--- src/rtl/seq_shift_unit.sv ---
`default_nettype none
// +----------------------------------------------------------------------------+
// | Module  : seq_shift_unit                                                   |
// | Brief   : Multi-cycle rotate/shift unit moving up to STEP bits per cycle.  |
// | Rev     : 1.0  initial release                                             |
// +----------------------------------------------------------------------------+
module seq_shift_unit #(
    parameter int WIDTH = 32,
    parameter int STEP  = 1,
    localparam int SW   = $clog2(WIDTH)
) (
    input  logic             clk,
    input  logic             rst,
    input  logic             start,
    input  logic [2:0]       op,
    input  logic [WIDTH-1:0] Rin,
    input  logic [SW-1:0]    n,
    output logic             busy,
    output logic             done,
    output logic [WIDTH-1:0] Rx,
    output logic             carry
);

    localparam logic [2:0] c_op_ror = 3'd0;
    localparam logic [2:0] c_op_rol = 3'd1;
    localparam logic [2:0] c_op_lsr = 3'd2;
    localparam logic [2:0] c_op_lsl = 3'd3;
    localparam logic [2:0] c_op_asr = 3'd4;

    typedef enum logic [1:0] {
        S_IDLE  = 2'd0,
        S_SHIFT = 2'd1,
        S_DONE  = 2'd2
    } state_t;

    state_t           r_state;
    logic [2:0]       r_op;
    logic [WIDTH-1:0] r_val;
    logic [SW-1:0]    r_rem;

    logic [SW-1:0]    w_k;
    logic [SW-1:0]    w_kc;
    logic [SW-1:0]    w_km1;
    logic [WIDTH-1:0] w_rsh;
    logic [WIDTH-1:0] w_lsh;
    logic [WIDTH-1:0] w_res;
    logic             w_cout;

    // k = min(STEP, remaining); WIDTH-k wraps to the right value modulo 2**SW.
    always_comb begin
        w_k = r_rem;
        if (int'(r_rem) > STEP)
            w_k = SW'(STEP);
        w_kc  = SW'(0) - w_k;
        w_km1 = w_k - SW'(1);
        w_rsh = r_val >> w_km1;
        w_lsh = r_val << w_km1;
        w_res  = r_val;
        w_cout = 1'b0;
        case (r_op)
            c_op_ror: begin
                w_res  = (r_val >> w_k) | (r_val << w_kc);
                w_cout = w_rsh[0];
            end
            c_op_rol: begin
                w_res  = (r_val << w_k) | (r_val >> w_kc);
                w_cout = w_lsh[WIDTH-1];
            end
            c_op_lsr: begin
                w_res  = r_val >> w_k;
                w_cout = w_rsh[0];
            end
            c_op_lsl: begin
                w_res  = r_val << w_k;
                w_cout = w_lsh[WIDTH-1];
            end
            c_op_asr: begin
                w_res  = $signed(r_val) >>> w_k;
                w_cout = w_rsh[0];
            end
            default: begin
                w_res  = r_val;
                w_cout = 1'b0;
            end
        endcase
    end

    always_ff @(posedge clk) begin
        if (rst) begin
            r_state <= S_IDLE;
            r_op    <= '0;
            r_val   <= '0;
            r_rem   <= '0;
            Rx      <= '0;
            carry   <= 1'b0;
            busy    <= 1'b0;
            done    <= 1'b0;
        end else begin
            case (r_state)
                S_IDLE, S_DONE: begin
                    if (start) begin
                        r_op  <= op;
                        r_val <= Rin;
                        r_rem <= n;
                        if (n != '0 && op <= c_op_asr) begin
                            r_state <= S_SHIFT;
                            busy    <= 1'b1;
                            done    <= 1'b0;
                        end else begin
                            r_state <= S_DONE;
                            busy    <= 1'b0;
                            done    <= 1'b1;
                            Rx      <= Rin;
                            carry   <= 1'b0;
                        end
                    end else begin
                        r_state <= S_IDLE;
                        busy    <= 1'b0;
                        done    <= 1'b0;
                    end
                end
                S_SHIFT: begin
                    r_val <= w_res;
                    r_rem <= r_rem - w_k;
                    if (r_rem == w_k) begin
                        r_state <= S_DONE;
                        busy    <= 1'b0;
                        done    <= 1'b1;
                        Rx      <= w_res;
                        carry   <= w_cout;
                    end
                end
                default: begin
                    r_state <= S_IDLE;
                    busy    <= 1'b0;
                    done    <= 1'b0;
                end
            endcase
        end
    end

endmodule
`default_nettype wire

--- config.mk ---
export PLATFORM = sky130hd
export DESIGN_NAME = seq_shift_unit
export DESIGN_NICKNAME = d
export VERILOG_FILES = /design/src/rtl/seq_shift_unit.sv
export SDC_FILE = /design/constraint.sdc
export NUM_CORES = 1
export LEC_CHECK = 0
export BUFFER_PORTS_ARGS = -buffer_cell sky130_fd_sc_hd__buf_2
export CORE_ASPECT_RATIO = 1.25
export CORE_MARGIN = 3
export CORE_UTILIZATION = 45
export CTS_CLUSTER_SIZE = 10
export DETAILED_ROUTE_END_ITERATION = 10
export GPL_TIMING_DRIVEN = 0
export SLEW_MARGIN = 10
export SYNTH_ARGS = -nofsm -noshare
export SYNTH_HDL_FRONTEND = slang
export SYNTH_SLANG_ARGS = --single-unit
export TNS_END_PERCENT = 100
--- constraint.sdc ---
create_clock -name clk -period 3.8 [get_ports clk]
set_input_delay 0.57 -clock clk [delete_from_list [all_inputs] [get_ports clk]]
set_output_delay 0.57 -clock clk [all_outputs]
set_load 0.005 [all_outputs]
==> key figures, run 1 <==
Hold path
  – Hold path startpoint: n[2]
  – Min-Delay Path Class: in2reg

Synth
  – Syn nets: 897
  – Adder-Cell Fraction of Synth Area: 0.397%
  – Complex-gate fraction of the synthesized area: around 38%
  – Warnings, synthesis: 0
  – Largest family of logic cells by synthesized area: compound AO/OA/AOI/OAI gates
  – #FFs+latches synth: 76
  – Synth top area cells: dfxtp_1 24%, a21oi_1 8.7%, o21ai_0 6.4%, nand2_1 6.0%, mux4_2 4.3%
  – Netlist Area Pre-Place: 0.00630 sq mm
  – Sequential share of the synthesized area: ~24%
  – Yosys top cell by area: dfxtp_1
  – Mux cell area share after synthesis: 8.84%
  – Post-synth EDFFs: 0
  – Post-synth ARST share: 0%
  – Cells after Synth: between 800 and 900
  – Simple-Gate Fraction of Synth Area: between 20% and 30%
  – Top FF cell, synth: dfxtp_1
  – Synth Area per Inst: ~7.4 sq um
  – Synth unique cells: ~90
  – Synth top area share: 24.1%
  – Synth Area in XOR/XNOR: less than 1%

Clock tree
  – Max Root-Sink Buffers: 2
  – Root buf cell: clkbuf_16
  – Total CTS buffers: 9
  – H-tree depth: 3
  – Skew-Pair Late Insertion Delay: roughly 0.36 ns
  – CTS clk-pin slew, worst paths: about 0.07 ns
  – Hold_buf cts: 0
  – CTS tree: yes
  – Clock tree sinks: between 70 and 80

Layout
  – Fill count: between 1000 and 1500
  – Finished Cell Area: 0.00730 sq mm
  – Area Overhead vs Synth: 15.8%
  – Layout cells sized above 1: approximately a fifth
  – Non-Filler Instances: 1119
  – Finished Core Util: roughly 54%
  – Ant diodes: 0
  – FF/Latch Area: between 0.0015 and 0.002 sq mm
  – Area of the multi-input gates: around 0.0043 sq mm
  – Layout Nets: between 900 and 1000

Critical path
  – Critical Path AT: a little under 4 ns
  – Endpoint type of the worst setup path: flip-flop
  – Critical Path Start: r_rem[2]$_SDFFE_PP0P_
  – Crit path max-delay family: buffers and inverters
  – Startpoint types: flip-flop
  – Crit-path slowest cell: a2111oi_1
  – Crit-path max FO: 10
  – CP max stage delay: 0.52 ns
  – Internal reg-to-reg setup slack: 0.06 ns
  – Worst path bufs/invs: 6
  – Reg2reg start: r_rem[2]$_SDFFE_PP0P_
  – Critical path type: reg2reg
  – CP cell instances: nor3_4, nand2_4, inv_4, buf_12, buf_8, buf_6, ha_1, buf_2, clkbuf_4, mux2i_1, a211oi_1, a2111oi_1, nand2_1, o21ai_1, o32ai_1
  – Worst EP required: 4.02 ns

Global route
  – Tot GR Track Use: between 40% and 50%
  – Largest net degree at the start of global routing: 17
  – Vias in the first global route: ~7700
  – Initial antenna violation count: 1
  – First-pass GRT wire length: around 50000 um
  – Global route overflow: 0

Floorplanning
  – DIE WIDTH: approximately 110 um
  – Number of core rows: 47
  – Full die area: about 0.015 sq mm
  – Core Footprint: ~0.013 sq mm
  – Die Ht: 138 um
  – Initial Util: 46.8%
  – Io pins: between 70 and 80

Drt
  – DRT iter0 DRCs: about 1500
  – Via count: ~8300
  – Vias per cell: between 7 and 8
  – Drt pass-1 iters: 6
  – Residual DRC count: 0
  – Final ANT Viol Nets: 0
  – Total wire length: 34400 um
  – Wire per inst: between 30 and 40 um

Outcome
  – Status: completed

Timing
  – Actual slew at the worst max-slew pin: roughly 1.2 ns
  – Final setup margin: approximately 0.061 ns
  – Crit share post-route: roughly 98%
  – # setup viols final: 0
  – Fin. max-slew vios: 0
  – Skew final: about 0.011 ns
  – Max_slew headroom: between 20% and 30%
  – Fin crit period: about 3.7 ns
  – RSZ-0062 raised after global routing: no
  – Peak Freq: around 270 MHz
  – Fin. Hold Viols: 0

Pwr
  – Static Leak: 2.76 nW
  – Max VDD drop: 421 uV
  – Power Density: roughly 500 mW/mm^2

Placed design
  – Post-DP Area: approximately 0.0069 sq mm
  – Placed insts: between 1000 and 1500
  – Detail Placement HPWL: about 25000 um
  – Input/output buffers: 76
  – Gpl congestion: 1.16
  – Setup WS pre-CTS: -1.03 ns

Flow run
  – Max Cap Viol: 0
[cell usage in the layout (no fill, tap or decap), types with 5 or more instances in the layout]
master / synthesis / final
a32o_1: 7 / 7
nand3_1: 27 / 27
buf_2: 27 / 101
and3_1: 9 / 9
buf_4: 2 / 5
a31oi_1: 21 / 21
mux2_2: 5 / 5
clkbuf_1: 64 / 61
o22ai_1: 5 / 5
or3_1: 7 / 7
nor3_1: 14 / 14
nor2_1: 58 / 57
dfxtp_1: 76 / 76
nor2b_1: 6 / 6
nor4_1: 5 / 5
nand2_1: 101 / 101
o21ai_0: 80 / 79
nand2b_1: 7 / 7
a2111oi_2: 5 / 5
o211ai_1: 9 / 9
o21a_1: 7 / 7
buf_1: 8 / 7
mux2i_1: 23 / 23
o221ai_1: 5 / 5
a21oi_1: 109 / 108
a311oi_1: 8 / 8
mux4_2: 12 / 12
clkbuf_16: 0 / 9
o31ai_1: 10 / 10
o2bb2ai_1: 5 / 5
a211oi_1: 14 / 14
inv_1: 8 / 7
a21o_1: 6 / 6
o21ai_1: 4 / 5
[sequential cells by signal, indices dropped and copies added (netlist names)]
signal and cells:
Rx 32, busy 1, carry 1, done 1, r_op 3, r_rem 5
r_state 1, r_val 32
[timing repair]
| action | in CTS | in global routing |
|---|---|---|
| pin swaps | 1 | 1 |
| resized for setup | 7 | 15 |
| setup endpoints to repair | 62 | 25 |
| setup buffers | 1 | 3 |
[synth_stat cells, types with 6 or more instances]
cell type / count
o21ai_0: 80
or3_1: 7
a21oi_1: 109
nor2b_1: 6
o211ai_1: 9
clkbuf_1: 64
nand2b_1: 7
nor3_1: 14
o31ai_1: 10
a31oi_1: 21
a211oi_1: 14
nand2_1: 101
a311oi_1: 8
o21a_1: 7
nand3_1: 27
buf_1: 8
a32o_1: 7
mux2i_1: 23
mux4_2: 12
nor2_1: 58
buf_2: 27
and3_1: 9
dfxtp_1: 76
a21o_1: 6
inv_1: 8
[worst min-delay path: stages]
cell	delay [ns]
buf_2	0.08
a21oi_1	0.05
nor2_1	0.07
[stage by stage]
| stage | hold WS [ns] | setup TNS, ns | power [mW] |
|---|---|---|---|
| after floorplan | 0.448 | 0 | 1.97 |
| after global placement | 0.445 | -20.39 | 2.55 |
| after detailed placement | 0.453 | -19.49 | 2.55 |
| after CTS | 0.452 | 0 | 3.41 |
| after global routing | 0.474 | 0 | 3.63 |
| final | 0.454 | 0 | 3.55 |
[path summary, 6_finish.rpt]
kind	endpoint	depth (start not counted)
min	r_rem[2]$_SDFFE_PP0P_	3
min reg2reg	carry$_SDFFE_PP0P_	2
max reg2reg	Rx[31]$_SDFFE_PP0P_	15
max	Rx[31]$_SDFFE_PP0P_	15
[power by group]
| group | internal [mW] | total [mW] | switching, mW |
|---|---|---|---|
| registers | 0.882 | 0.963 | 0.0802 |
| logic | 0.554 | 1.73 | 1.17 |
| clock network | 0.459 | 0.861 | 0.402 |
[cells by family after synthesis]
kind of cell	count (synthesis)
AO/OA/AOI/OAI	356
AND/OR/NAND/NOR	260
buffers and inverters	116
flip-flops	76
multiplexers	40
adder cells (fa/ha/maj)	2
other	1
XOR/XNOR	1
[routing by layer]
layer  vias to the layer above  track usage (%)  routed length, um
li1                       3399                -                  -
met1                      3811             51.7              12200
met2                       826             62.2              14300
met3                       216             15.5               4980
met4                         0             28.5               2910
met5                         -                0                  0
[area by class of cell]
cell class	instances	share of cell area (%)
Timing Repair Buffer	80	5.79
Multi-Input combinational cell	660	59.0
Tap cell	171	2.93
Buffer	106	6.87
Clock buffer	9	3.09
Inverter	10	0.600
Clock inverter	7	0.891
Sequential cell	76	20.8
(Power assumes the default switching activity.)
==> inputs of run 2 (changes only) <==
PLACE_DENSITY = 0.71   (was default)
==> run 2 against run 1 <==
Against the previous run: non-clock buffer count is 3 lower; maximum frequency hardly changed; clock skew is 0.0026 ns lower; first-iteration DRC count is 17% lower; routed wire length is 0.82% higher.
==> key figures, run 2 (same netlist as run 1, synthesis figures left out) <==
Critical path
  – Critical register-to-register path endpoint: Rx[21]$_SDFFE_PP0P_
  – Endpoint type of the worst setup path: flip-flop
  – Critical Path AT: 3.94 ns (-0.02 ns)
  – Startpoint types: flip-flop
  – Crit-path max FO: 10 (unchanged)
  – Reg2reg start: r_rem[3]$_SDFFE_PP0P_
  – Critical path type: reg2reg
  – Internal reg-to-reg setup slack: 0.06 ns (about the same)
  – Worst EP required: 4.00 ns (-0.02 ns)
  – R2R cell count: 15 (unchanged)

Hold path
  – Hold EP: r_rem[4]$_SDFFE_PP0P_
  – Min-Delay Path Class: in2reg
  – Hold path startpoint: n[4]
  – Worst Hold Depth: 3 (unchanged)

Floorplanning
  – Core Footprint: 0.0135 sq mm (unchanged)
  – Full die area: 0.0155 sq mm (unchanged)
  – DIE WIDTH: 112 um (unchanged)
  – Io pins: 78 (unchanged)
  – Number of core rows: 47 (unchanged)
  – Initial Util: 46.8% (unchanged)
  – Die Ht: 138 um (unchanged)

Global route
  – Tot GR Track Use: 43.6% (+1.1 points)
  – First-pass GRT wire length: 50900 um (+2.7%)
  – Vias in the first global route: 7878 (+2.2%)
  – Initial antenna violation count: 0 (-1)
  – Largest net degree at the start of global routing: 16 (-1)
  – Global route overflow: 0 (unchanged)

Clock tree
  – Root buf cell: clkbuf_16
  – CTS clk-pin slew, worst paths: 0.07 ns (about the same)
  – H-tree depth: 3 (unchanged)
  – Total CTS buffers: 9 (unchanged)
  – Skew-Pair Late Insertion Delay: 0.36 ns (about the same)
  – Hold_buf cts: 0 (unchanged)
  – Clock tree sinks: 76 (unchanged)
  – CTS tree: yes
  – Max Root-Sink Buffers: 2 (unchanged)

Layout
  – Area Overhead vs Synth: 15.5%
  – Finished Core Util: 54.1% (-0.14 points)
  – Most common cell after layout, fill and taps aside: a21oi_1
  – Top flop regs: Rx (32), r_val (32), r_rem (5)
  – Ant diodes: 0 (unchanged)
  – Finished Cell Area: 0.00728 sq mm (-0.26%)
  – Commonest cells after routing, fill and taps aside: 109 x a21oi_1, 101 x nand2_1, 100 x buf_2, 79 x o21ai_0, 76 x dfxtp_1
  – Layout Nets: 985 (-0.30%)
  – Layout cells sized above 1: 19.3% (-0.045 points)

Timing
  – Peak Freq: 268 MHz (about the same)
  – Skew final: 0.00803 ns (-0.00261 ns)
  – # setup viols final: 0 (unchanged)
  – Actual slew at the worst max-slew pin: 1.11 ns (-0.0828 ns)
  – Fin. max-slew vios: 0 (unchanged)
  – Total negative setup slack: 0 ns (unchanged)
  – Crit share post-route: 98.4% (about the same)
  – RSZ-0062 raised after global routing: no
  – Fin. Hold Viols: 0 (unchanged)
  – Fin crit period: 3.74 ns (-0.000652 ns)
  – Max_slew headroom: 25.8% (+5.0 points)

Placed design
  – Gpl congestion: 1.07 (-8.4%)
  – Detail Placement HPWL: 25200 um (+2.6%)
  – Input/output buffers: 76 (unchanged)
  – Post-DP Area: 0.00690 sq mm (unchanged)

Pwr
  – Static Leak: 2.75 nW (-0.35%)
  – Max VDD drop: 314 uV (-25%)
  – Final Power: 3.63 mW (+2.1%)
  – Power Density: 498 mW/mm^2 (+2.4%)

Drt
  – Residual DRC count: 0 (unchanged)
  – Via count: 8256 (+0.048%)
  – Wire per inst: 31.1 um (+1.1%)
  – Final ANT Viol Nets: 0 (unchanged)
  – Total wire length: 34700 um (+0.82%)
  – Drt pass-1 iters: 6 (unchanged)
  – DRT iter0 DRCs: 1275 (-17%)
  – Vias per cell: 7.40 (+0.32%)

Flow run
  – Max Cap Viol: 0 (unchanged)

Outcome
  – Status: completed
-- run 2: timing repair --
item	CTS	global route
setup buffers	1	0
endpoints found under the setup margin	58	38
pin swaps	1	2
gates resized for setup	6	19
-- run 2: power breakdown --
part / internal, mW / switching (mW)
sequential: 0.882 / 0.0782
clock: 0.518 / 0.412
combinational: 0.549 / 1.19
total: 1.95 / 1.68
-- run 2: worst max path at each step --
| stage | startpoint | to | slack, ns | cells past startpoint |
|---|---|---|---|---|
| 2_1_floorplan | r_rem[2]$_SDFFE_PP0P_ | Rx[28]$_SDFFE_PP0P_ | 0.59 | 14 |
| 3_3_place_gp | r_rem[2]$_SDFFE_PP0P_ | Rx[27]$_SDFFE_PP0P_ | -1.06 | 14 |
| 3_5_place_dp | r_rem[2]$_SDFFE_PP0P_ | Rx[27]$_SDFFE_PP0P_ | -1.02 | 14 |
| 4_1_cts | r_rem[0]$_SDFFE_PP0P_ | Rx[27]$_SDFFE_PP0P_ | 0.03 | 14 |
| 5_1_grt | r_rem[3]$_SDFFE_PP0P_ | Rx[13]$_SDFFE_PP0P_ | 0.02 | 14 |
| 6_report | r_rem[3]$_SDFFE_PP0P_ | Rx[21]$_SDFFE_PP0P_ | 0.06 | 15 |
-- run 2: per-layer routing --
metal / up-vias / part of all wire [%] / GRT usage [%]
li1: 3398 / - / -
met1: 3826 / 35 / 53.2
met2: 803 / 42 / 64.7
met3: 229 / 14 / 13.2
met4: 0 / 8.8 / 31.3
met5: - / 0 / 0
-- run 2: worst max-delay path, stage by stage (launching register included) --
cell and delay (ns):
dfxtp_1 0.37, nor3_4 0.25, nand2_4 0.13, inv_4 0.14
buf_12 0.17, buf_8 0.15, clkbuf_4 0.24, ha_1 0.25
buf_2 0.19, clkbuf_4 0.25, mux2i_1 0.32, o21ai_0 0.15
a32oi_1 0.22, o221ai_1 0.39, nand3_1 0.23, o21ai_0 0.11
-- run 2: area by class of cell --
class / count / area (sq um)
buffer: 106 / 502
sequential: 76 / 1520
inverter: 10 / 40.0
clock inverter: 7 / 80.1
timing repair buffer: 77 / 388
clock buffer: 9 / 225
fill: 1314 / 6190
multi-input combinational: 660 / 4310
tap: 171 / 214
-- run 2: through the flow --
| step | cells | worst slack, ns | hold slack, ns |
|---|---|---|---|
| 2_1_floorplan | 852 | 0.586 | 0.448 |
| 3_3_place_gp | 1099 | -1.06 | 0.440 |
| 3_5_place_dp | 1099 | -1.02 | 0.449 |
| 4_1_cts | 1116 | 0.0268 | 0.459 |
| 5_1_grt | 1116 | 0.0172 | 0.474 |
| 6_report | 1116 | 0.0617 | 0.453 |
